===== src/rtl/mono_sig_extract.sv =====
// Per-scan groove-centre extractor for one sig channel: captures the first valid
// pulse, normalises its centre to the scan period and emits one 16-bit sample.
module mono_sig_extract #(
  parameter int unsigned MIN_WIDTH = 4,
  parameter int unsigned CHANNEL   = 0
) (
  input  logic        clk,
  input  logic        reset,
  input  logic        sync_start,
  input  logic        dir,
  input  logic [31:0] sig_time,
  input  logic        sig_rise,
  input  logic        sig_fall,
  input  logic [31:0] t_ltr,
  input  logic [31:0] t_rtl,
  output logic [15:0] out_pos,
  output logic        out_err,
  output logic        out_chan,
  output logic        out_valid,
  input  logic        out_ready,
  output logic [15:0] drop_cnt
);

  localparam int unsigned TW = 32;
  localparam int unsigned PW = 16;
  localparam int unsigned CW = 5;
  localparam logic [CW-1:0] DIV_STEPS = CW'(PW);

  typedef enum logic [2:0] {
    S_IDLE, S_ARMED, S_HIGH, S_CALC, S_DIVIDE, S_OUTPUT
  } state_t;

  state_t        r_state, w_state_nxt;
  logic [TW-1:0] r_period, w_period_nxt;
  logic          r_dir_l, w_dir_l_nxt;
  logic [TW-1:0] r_rise_t, w_rise_t_nxt;
  logic [TW-1:0] r_fall_t, w_fall_t_nxt;
  logic [TW-1:0] r_rem, w_rem_nxt;
  logic [PW-1:0] r_quo, w_quo_nxt;
  logic [CW-1:0] r_cnt, w_cnt_nxt;
  logic [PW-1:0] r_pos, w_pos_nxt;
  logic          r_err, w_err_nxt;
  logic          r_valid, w_valid_nxt;
  logic [PW-1:0] r_last_good, w_last_good_nxt;
  logic          r_busy, w_busy_nxt;
  logic [TW-1:0] r_pend_period, w_pend_period_nxt;
  logic          r_pend_dir, w_pend_dir_nxt;
  logic [PW-1:0] r_drop, w_drop_nxt;

  logic [TW-1:0] w_sync_period;
  logic [TW-1:0] w_width;
  logic          w_width_ok;
  logic [TW:0]   w_sum;
  logic [TW-1:0] w_centre;
  logic [TW-1:0] w_centre_clamped;
  logic [TW:0]   w_shift;
  logic          w_fits;
  logic [TW-1:0] w_rem_sub;
  logic [PW-1:0] w_pos_final;

  // Datapath helpers: period select, pulse width, centre clamp, divider step
  assign w_sync_period    = dir ? t_rtl : t_ltr;
  assign w_width          = sig_time - r_rise_t;
  assign w_width_ok       = (sig_time >= r_rise_t) && (w_width >= TW'(MIN_WIDTH));
  assign w_sum            = {1'b0, r_rise_t} + {1'b0, r_fall_t};
  assign w_centre         = TW'(w_sum >> 1);
  assign w_centre_clamped = (w_centre >= r_period) ? (r_period - TW'(1)) : w_centre;
  assign w_shift          = {r_rem, 1'b0};
  assign w_fits           = (w_shift >= {1'b0, r_period});
  assign w_rem_sub        = w_shift[TW-1:0] - r_period;
  assign w_pos_final      = r_dir_l ? (16'hFFFF - r_quo) : r_quo;

  assign out_pos   = r_pos;
  assign out_err   = r_err;
  assign out_valid = r_valid;
  assign drop_cnt  = r_drop;
  assign out_chan  = 1'(CHANNEL);

  // Next-state and datapath update
  always_comb begin
    w_state_nxt       = r_state;
    w_period_nxt      = r_period;
    w_dir_l_nxt       = r_dir_l;
    w_rise_t_nxt      = r_rise_t;
    w_fall_t_nxt      = r_fall_t;
    w_rem_nxt         = r_rem;
    w_quo_nxt         = r_quo;
    w_cnt_nxt         = r_cnt;
    w_pos_nxt         = r_pos;
    w_err_nxt         = r_err;
    w_valid_nxt       = r_valid;
    w_last_good_nxt   = r_last_good;
    w_busy_nxt        = r_busy;
    w_pend_period_nxt = r_pend_period;
    w_pend_dir_nxt    = r_pend_dir;
    w_drop_nxt        = r_drop;

    // A new scan arriving while busy is queued; an already-queued one is lost
    if (sync_start && (r_state == S_CALC || r_state == S_DIVIDE || r_state == S_OUTPUT)) begin
      if (r_busy && (r_drop != 16'hFFFF)) begin
        w_drop_nxt = r_drop + 16'd1;
      end
      w_pend_period_nxt = w_sync_period;
      w_pend_dir_nxt    = dir;
      w_busy_nxt        = 1'b1;
    end

    unique case (r_state)
      S_IDLE: begin
        if (sync_start) begin
          w_period_nxt = w_sync_period;
          w_dir_l_nxt  = dir;
          w_state_nxt  = S_ARMED;
        end
      end
      S_ARMED, S_HIGH: begin
        if (sync_start) begin
          // Scan ended without a usable pulse: report error, queue the new scan
          w_valid_nxt       = 1'b1;
          w_err_nxt         = 1'b1;
          w_pos_nxt         = r_last_good;
          w_busy_nxt        = 1'b1;
          w_pend_period_nxt = w_sync_period;
          w_pend_dir_nxt    = dir;
          w_state_nxt       = S_OUTPUT;
        end else if (r_state == S_HIGH && sig_fall) begin
          if (w_width_ok) begin
            w_fall_t_nxt = sig_time;
            w_state_nxt  = S_CALC;
          end else begin
            w_state_nxt  = S_ARMED;
          end
        end else if (sig_rise) begin
          w_rise_t_nxt = sig_time;
          w_state_nxt  = S_HIGH;
        end
      end
      S_CALC: begin
        if (r_period == '0) begin
          w_valid_nxt = 1'b1;
          w_err_nxt   = 1'b1;
          w_pos_nxt   = r_last_good;
          w_state_nxt = S_OUTPUT;
        end else begin
          w_rem_nxt   = w_centre_clamped;
          w_quo_nxt   = '0;
          w_cnt_nxt   = '0;
          w_state_nxt = S_DIVIDE;
        end
      end
      S_DIVIDE: begin
        if (r_cnt != DIV_STEPS) begin
          w_rem_nxt = w_fits ? w_rem_sub : w_shift[TW-1:0];
          w_quo_nxt = {r_quo[PW-2:0], w_fits};
          w_cnt_nxt = r_cnt + CW'(1);
        end else begin
          w_pos_nxt       = w_pos_final;
          w_last_good_nxt = w_pos_final;
          w_err_nxt       = 1'b0;
          w_valid_nxt     = 1'b1;
          w_state_nxt     = S_OUTPUT;
        end
      end
      S_OUTPUT: begin
        if (r_valid && out_ready) begin
          w_valid_nxt = 1'b0;
          if (w_busy_nxt) begin
            w_period_nxt = w_pend_period_nxt;
            w_dir_l_nxt  = w_pend_dir_nxt;
            w_busy_nxt   = 1'b0;
            w_state_nxt  = S_ARMED;
          end else begin
            w_state_nxt  = S_IDLE;
          end
        end
      end
      default: w_state_nxt = S_IDLE;
    endcase
  end

  // State and datapath registers
  always_ff @(posedge clk) begin
    if (reset) begin
      r_state       <= S_IDLE;
      r_period      <= '0;
      r_dir_l       <= 1'b0;
      r_rise_t      <= '0;
      r_fall_t      <= '0;
      r_rem         <= '0;
      r_quo         <= '0;
      r_cnt         <= '0;
      r_pos         <= '0;
      r_err         <= 1'b0;
      r_valid       <= 1'b0;
      r_last_good   <= '0;
      r_busy        <= 1'b0;
      r_pend_period <= '0;
      r_pend_dir    <= 1'b0;
      r_drop        <= '0;
    end else begin
      r_state       <= w_state_nxt;
      r_period      <= w_period_nxt;
      r_dir_l       <= w_dir_l_nxt;
      r_rise_t      <= w_rise_t_nxt;
      r_fall_t      <= w_fall_t_nxt;
      r_rem         <= w_rem_nxt;
      r_quo         <= w_quo_nxt;
      r_cnt         <= w_cnt_nxt;
      r_pos         <= w_pos_nxt;
      r_err         <= w_err_nxt;
      r_valid       <= w_valid_nxt;
      r_last_good   <= w_last_good_nxt;
      r_busy        <= w_busy_nxt;
      r_pend_period <= w_pend_period_nxt;
      r_pend_dir    <= w_pend_dir_nxt;
      r_drop        <= w_drop_nxt;
    end
  end

endmodule


===== config.mk =====
export PLATFORM = sky130hd
export DESIGN_NAME = mono_sig_extract
export DESIGN_NICKNAME = d
export VERILOG_FILES = /design/src/rtl/mono_sig_extract.sv
export SDC_FILE = /design/constraint.sdc
export NUM_CORES = 1
export LEC_CHECK = 0
export CAP_MARGIN = 20
export CORE_UTILIZATION = 45
export DETAILED_ROUTE_END_ITERATION = 16
export PLACE_DENSITY_LB_ADDON = 0.25
export SETUP_SLACK_MARGIN = 0.1
export SLEW_MARGIN = 10
export SYNTH_ARGS = -nofsm -noshare
export SYNTH_HDL_FRONTEND = slang
export SYNTH_SLANG_ARGS = --single-unit

===== constraint.sdc =====
create_clock -name clk -period 6.6 [get_ports clk]
set_input_delay 1.32 -clock clk [delete_from_list [all_inputs] [get_ports clk]]
set_output_delay 1.32 -clock clk [all_outputs]
set_load 0.1 [all_outputs]

==> results.py <==
metrics = {
    "sta": {
        "finalClockSkew_ns": 0.0286,
        "drv_slew": 0,
        "finalSetupViolCount": 0,
        "timing.setup.tns_ns": 0,
        "finalCriticalPeriod_ns": 5.67,
        "worstMarginPinSlew_ns": 1.07,
        "rsz0062_at_grt": "false",
        "final_hold_viol_count": 0,
        "max_freq_mhz": 176,
        "maxSlewHeadroom_pct": 28.8,
        "period_share_pct": 85.9,
    },
    "drt": {
        "wl_per_cell_um": 17.4,
        "num_vias": 16701,
        "drt-initial-drc-count": 1365,
        "drc": 0,
        "routed_wl_um": 50000,
        "dr.pass1.iters": 6,
        "viasPerCell": 5.82,
        "ant_nets": 0,
    },
    "clocking": {
        "insertion_delay_ns": 0.56,
        "htree_num_levels": 1,
        "cts.repair.resized": 0,
        "root_buffer": "clkbuf_16",
        "cts_tree": "yes",
        "cts_buffers": 27,
        "ctsHoldBuffers": 0,
        "cts_num_sinks": 237,
        "clk_pin_slew_ns": 0.06,
        "clockBufferDepth": 3,
        "cts_setup_buffers": 0,
    },
    "critical_path": {
        "reg2reg_to": "r_rem[9]$_SDFFE_PP0P_",
        "required_ns": 7.02,
        "slowest_delay_ns": 0.93,
        "cp-start-kind": "flop",
        "critPathKind": "flop to flop",
        "rr_startpoint": "r_rise_t[5]$_SDFFE_PP0P_",
        "end_kind": "flop",
        "critPathSlowestCell": "o311ai_4",
        "r2r_slack_ns": 0.93,
        "path_max_fanout": 27,
        "path_cells": "ha_1 > a21o_1 > a221oi_1 > and2_1 > a211oi_1 > a31o_2 > a311o_1 > a2111oi_0 > nor2_1 > a21oi_1 > xnor2_1 > ha_1 > nand4_1 > o311ai_4 > buf_12 > mux2i_1 > o21ai_0 > a21oi_1 > nor2_1",
        "ff2ff_path_depth": 19,
        "arrival_ns": 6.09,
    },
    "synth": {
        "synthArstFlopShare_pct": 0,
        "synth_cell_type_count": 85,
        "ys_seq_elements": 237,
        "yosysSeqAreaShare_pct": 27.5,
        "syn_area_per_cell_um2": 7.54,
        "synthTopCellsByArea": "dfxtp_1 (28%), ha_1 (9.6%), nand2_1 (8.0%), a21oi_1 (6.5%), mux2i_1 (4.8%)",
        "synth-main-ff-cell": "dfxtp_1",
        "synth.cell_area_um2": 17200,
        "synth_edf_count": 0,
        "ys_warn_count": 0,
        "synth_area_leader_cell": "dfxtp_1",
        "syn_nets": 2523,
        "syn_inst": 2286,
        "synth_top_area_share_pct": 27.5,
    },
    "global_route": {
        "grt_pass1_wl_um": 80500,
        "grt_max_degree": 107,
        "first_global_vias": 15485,
        "grt_overflow": 0,
        "grt.total_usage_pct": 25.1,
        "antenna_found_initial": 0,
    },
    "power_and_ir_drop": {
        "fin_total_pwr_mw": 7.82,
        "p_leak_nw": 7.52,
        "power_density_nw_per_um2": 396,
        "vdd_drop_max_mv": 0.255,
    },
    "placement": {
        "dp_hpwl_um": 37600,
        "place_congestion": 1.00,
        "io_buffers": 136,
        "place_inst": 2821,
    },
    "finish": {
        "synthToLayoutAreaGrowth_pct": 14.6,
        "num-nets-final": 2576,
        "antenna_cells": 0,
        "nFillCells": 3715,
        "finalNonFillerCells": 2869,
        "drive_gt1_share_pct": 4.45,
    },
    "floorplan": {
        "core_um2": 37700,
        "initial_core_util_pct": 45.8,
        "io_pins": 138,
        "die_height_um": 198,
        "die_x_um": 198,
        "rows": 71,
        "dieArea_um2": 39100,
    },
    "min_path": {
        "hold_depth": 2,
        "holdPathEnd": "out_pos[4]$_SDFFE_PP0P_",
        "hold_path_class": "flop to flop",
        "worstHoldStart": "out_pos[4]$_SDFFE_PP0P_",
    },
    "flow_run": {
        "maxCapViolations": 0,
    },
    "run_status": {
        "outcome": "finished, final reports clean",
    },
}
## flip-flops by register name (all words and copies together) (netlist names), named ones only
register       cells
r_pend_period     32
r_rem             32
drop_cnt          16
out_err            1
r_rise_t          32
r_last_good       16
r_dir_l            1
out_valid          1
r_period          32
r_quo             16
out_pos           16
r_state            3
r_cnt              5
r_fall_t          32
r_busy             1
## layout make-up
| cell class | count | area (um^2) | share of cell area (%) |
|---|---|---|---|
| Inverter | 97 | 364 | 1.84 |
| Clock buffer | 33 | 698 | 3.53 |
| Sequential cell | 237 | 4740 | 24.0 |
| Clock inverter | 15 | 146 | 0.741 |
| Tap cell | 511 | 639 | 3.24 |
| Multi-Input combinational cell | 1819 | 11600 | 58.9 |
| Timing Repair Buffer | 157 | 1540 | 7.77 |
## how the worst max path moves through the flow
stage	start	to	slack, ns	cells past startpoint
6_report	r_rise_t[5]$_SDFFE_PP0P_	r_rem[9]$_SDFFE_PP0P_	0.93	19
3_3_place_gp	r_rise_t[5]$_SDFFE_PP0P_	r_rem[10]$_SDFFE_PP0P_	1.16	19
2_1_floorplan	r_rise_t[5]$_SDFFE_PP0P_	r_rem[25]$_SDFFE_PP0P_	1.88	19
4_1_cts	r_rise_t[5]$_SDFFE_PP0P_	r_rem[9]$_SDFFE_PP0P_	1.02	19
5_1_grt	r_rise_t[5]$_SDFFE_PP0P_	r_rem[9]$_SDFFE_PP0P_	0.56	19
3_5_place_dp	r_rise_t[5]$_SDFFE_PP0P_	r_rem[12]$_SDFFE_PP0P_	1.06	18
## critical path: cells and delay by family (launching register included)
kind | cells | cell delay (ns)
fa+ha+maj | 2 | 0.68
xor+xnor | 1 | 0.09
buf+inv | 1 | 0.28
mux | 1 | 0.20
flops | 1 | 0.33
compound gates | 10 | 3.40
simple gates | 4 | 0.59
## synth_stat cells, types with 5 or more instances
cell and number:
inv_1 96, a211oi_1 75, or2_2 11, and3_1 19, a311oi_1 6, a31oi_1 18, a221oi_1 6, o31a_1 6
nand4_1 37, nor4_1 17, o21bai_1 8, mux2i_1 83, a21oi_1 225, nand2_1 366, xor2_1 33, o211ai_1 70
dfxtp_1 237, o21a_1 17, nor2_1 188, clkbuf_1 118, nand3b_1 7, nor2b_1 18, ha_1 132, or3_1 12
o21ai_0 87, a31o_2 5, a22oi_1 6, nand3_1 59, a21boi_0 5, nor3_1 48, a2111oi_0 5, xnor2_1 87
nand2b_1 9, o41ai_1 6, and4_1 5, a21o_1 41, o22ai_1 8, and2_1 16, o31ai_1 10
## cells in the final DEF (no fill, tap or decap), types with 70 or more instances in the layout
cell type and count:
mux2i_1 83, a21oi_1 223, a211oi_1 75, nand2_1 366
o21ai_0 87, dfxtp_1 237, nor2_1 188, ha_1 132
xnor2_1 87, inv_1 96, o211ai_1 70, clkdlybuf4s50_1 134
## metrics by stage
| stage | util (%) | worst slack, ns | hold slack (ns) | area, um^2 |
|---|---|---|---|---|
| final | 52.4 | 0.932 | 0.450 | 19800 |
| after CTS | 52.4 | 1.02 | 0.453 | 19800 |
| after global placement | 50.1 | 1.16 | 0.442 | 18900 |
| after floorplan | - | 1.88 | 0.438 | 17200 |
| after detailed placement | 50.2 | 1.06 | 0.446 | 18900 |
| after global routing | 52.4 | 0.559 | 0.479 | 19800 |
## layer usage
layer,up-vias,part of all wire [%],global-route usage (%)
met4,0,3.3,9.04
met3,96,6.0,2.37
met5,-,0,0
met1,7746,46,35.0
li1,8320,-,-
met2,539,44,40.1
## power breakdown
group	internal [mW]	switching (mW)
Clock	0.833	0.607
Sequential	1.65	0.245
Combinational	1.64	2.84
Total	4.13	3.69
## cells by family (layout without fill, tap and decap cells)
group | Yosys count | after routing | synth area share (%)
compound gates | 650 | 650 | 24.6
xor+xnor | 120 | 120 | 6.10
fa+ha+maj | 135 | 135 | 9.87
buf+inv | 230 | 302 | 5.26
flops | 237 | 237 | 27.5
mux | 84 | 84 | 4.88
other cells | 1 | 1 | 0.0218
simple gates | 829 | 829 | 21.7
Power figures use the tool's default switching activity.
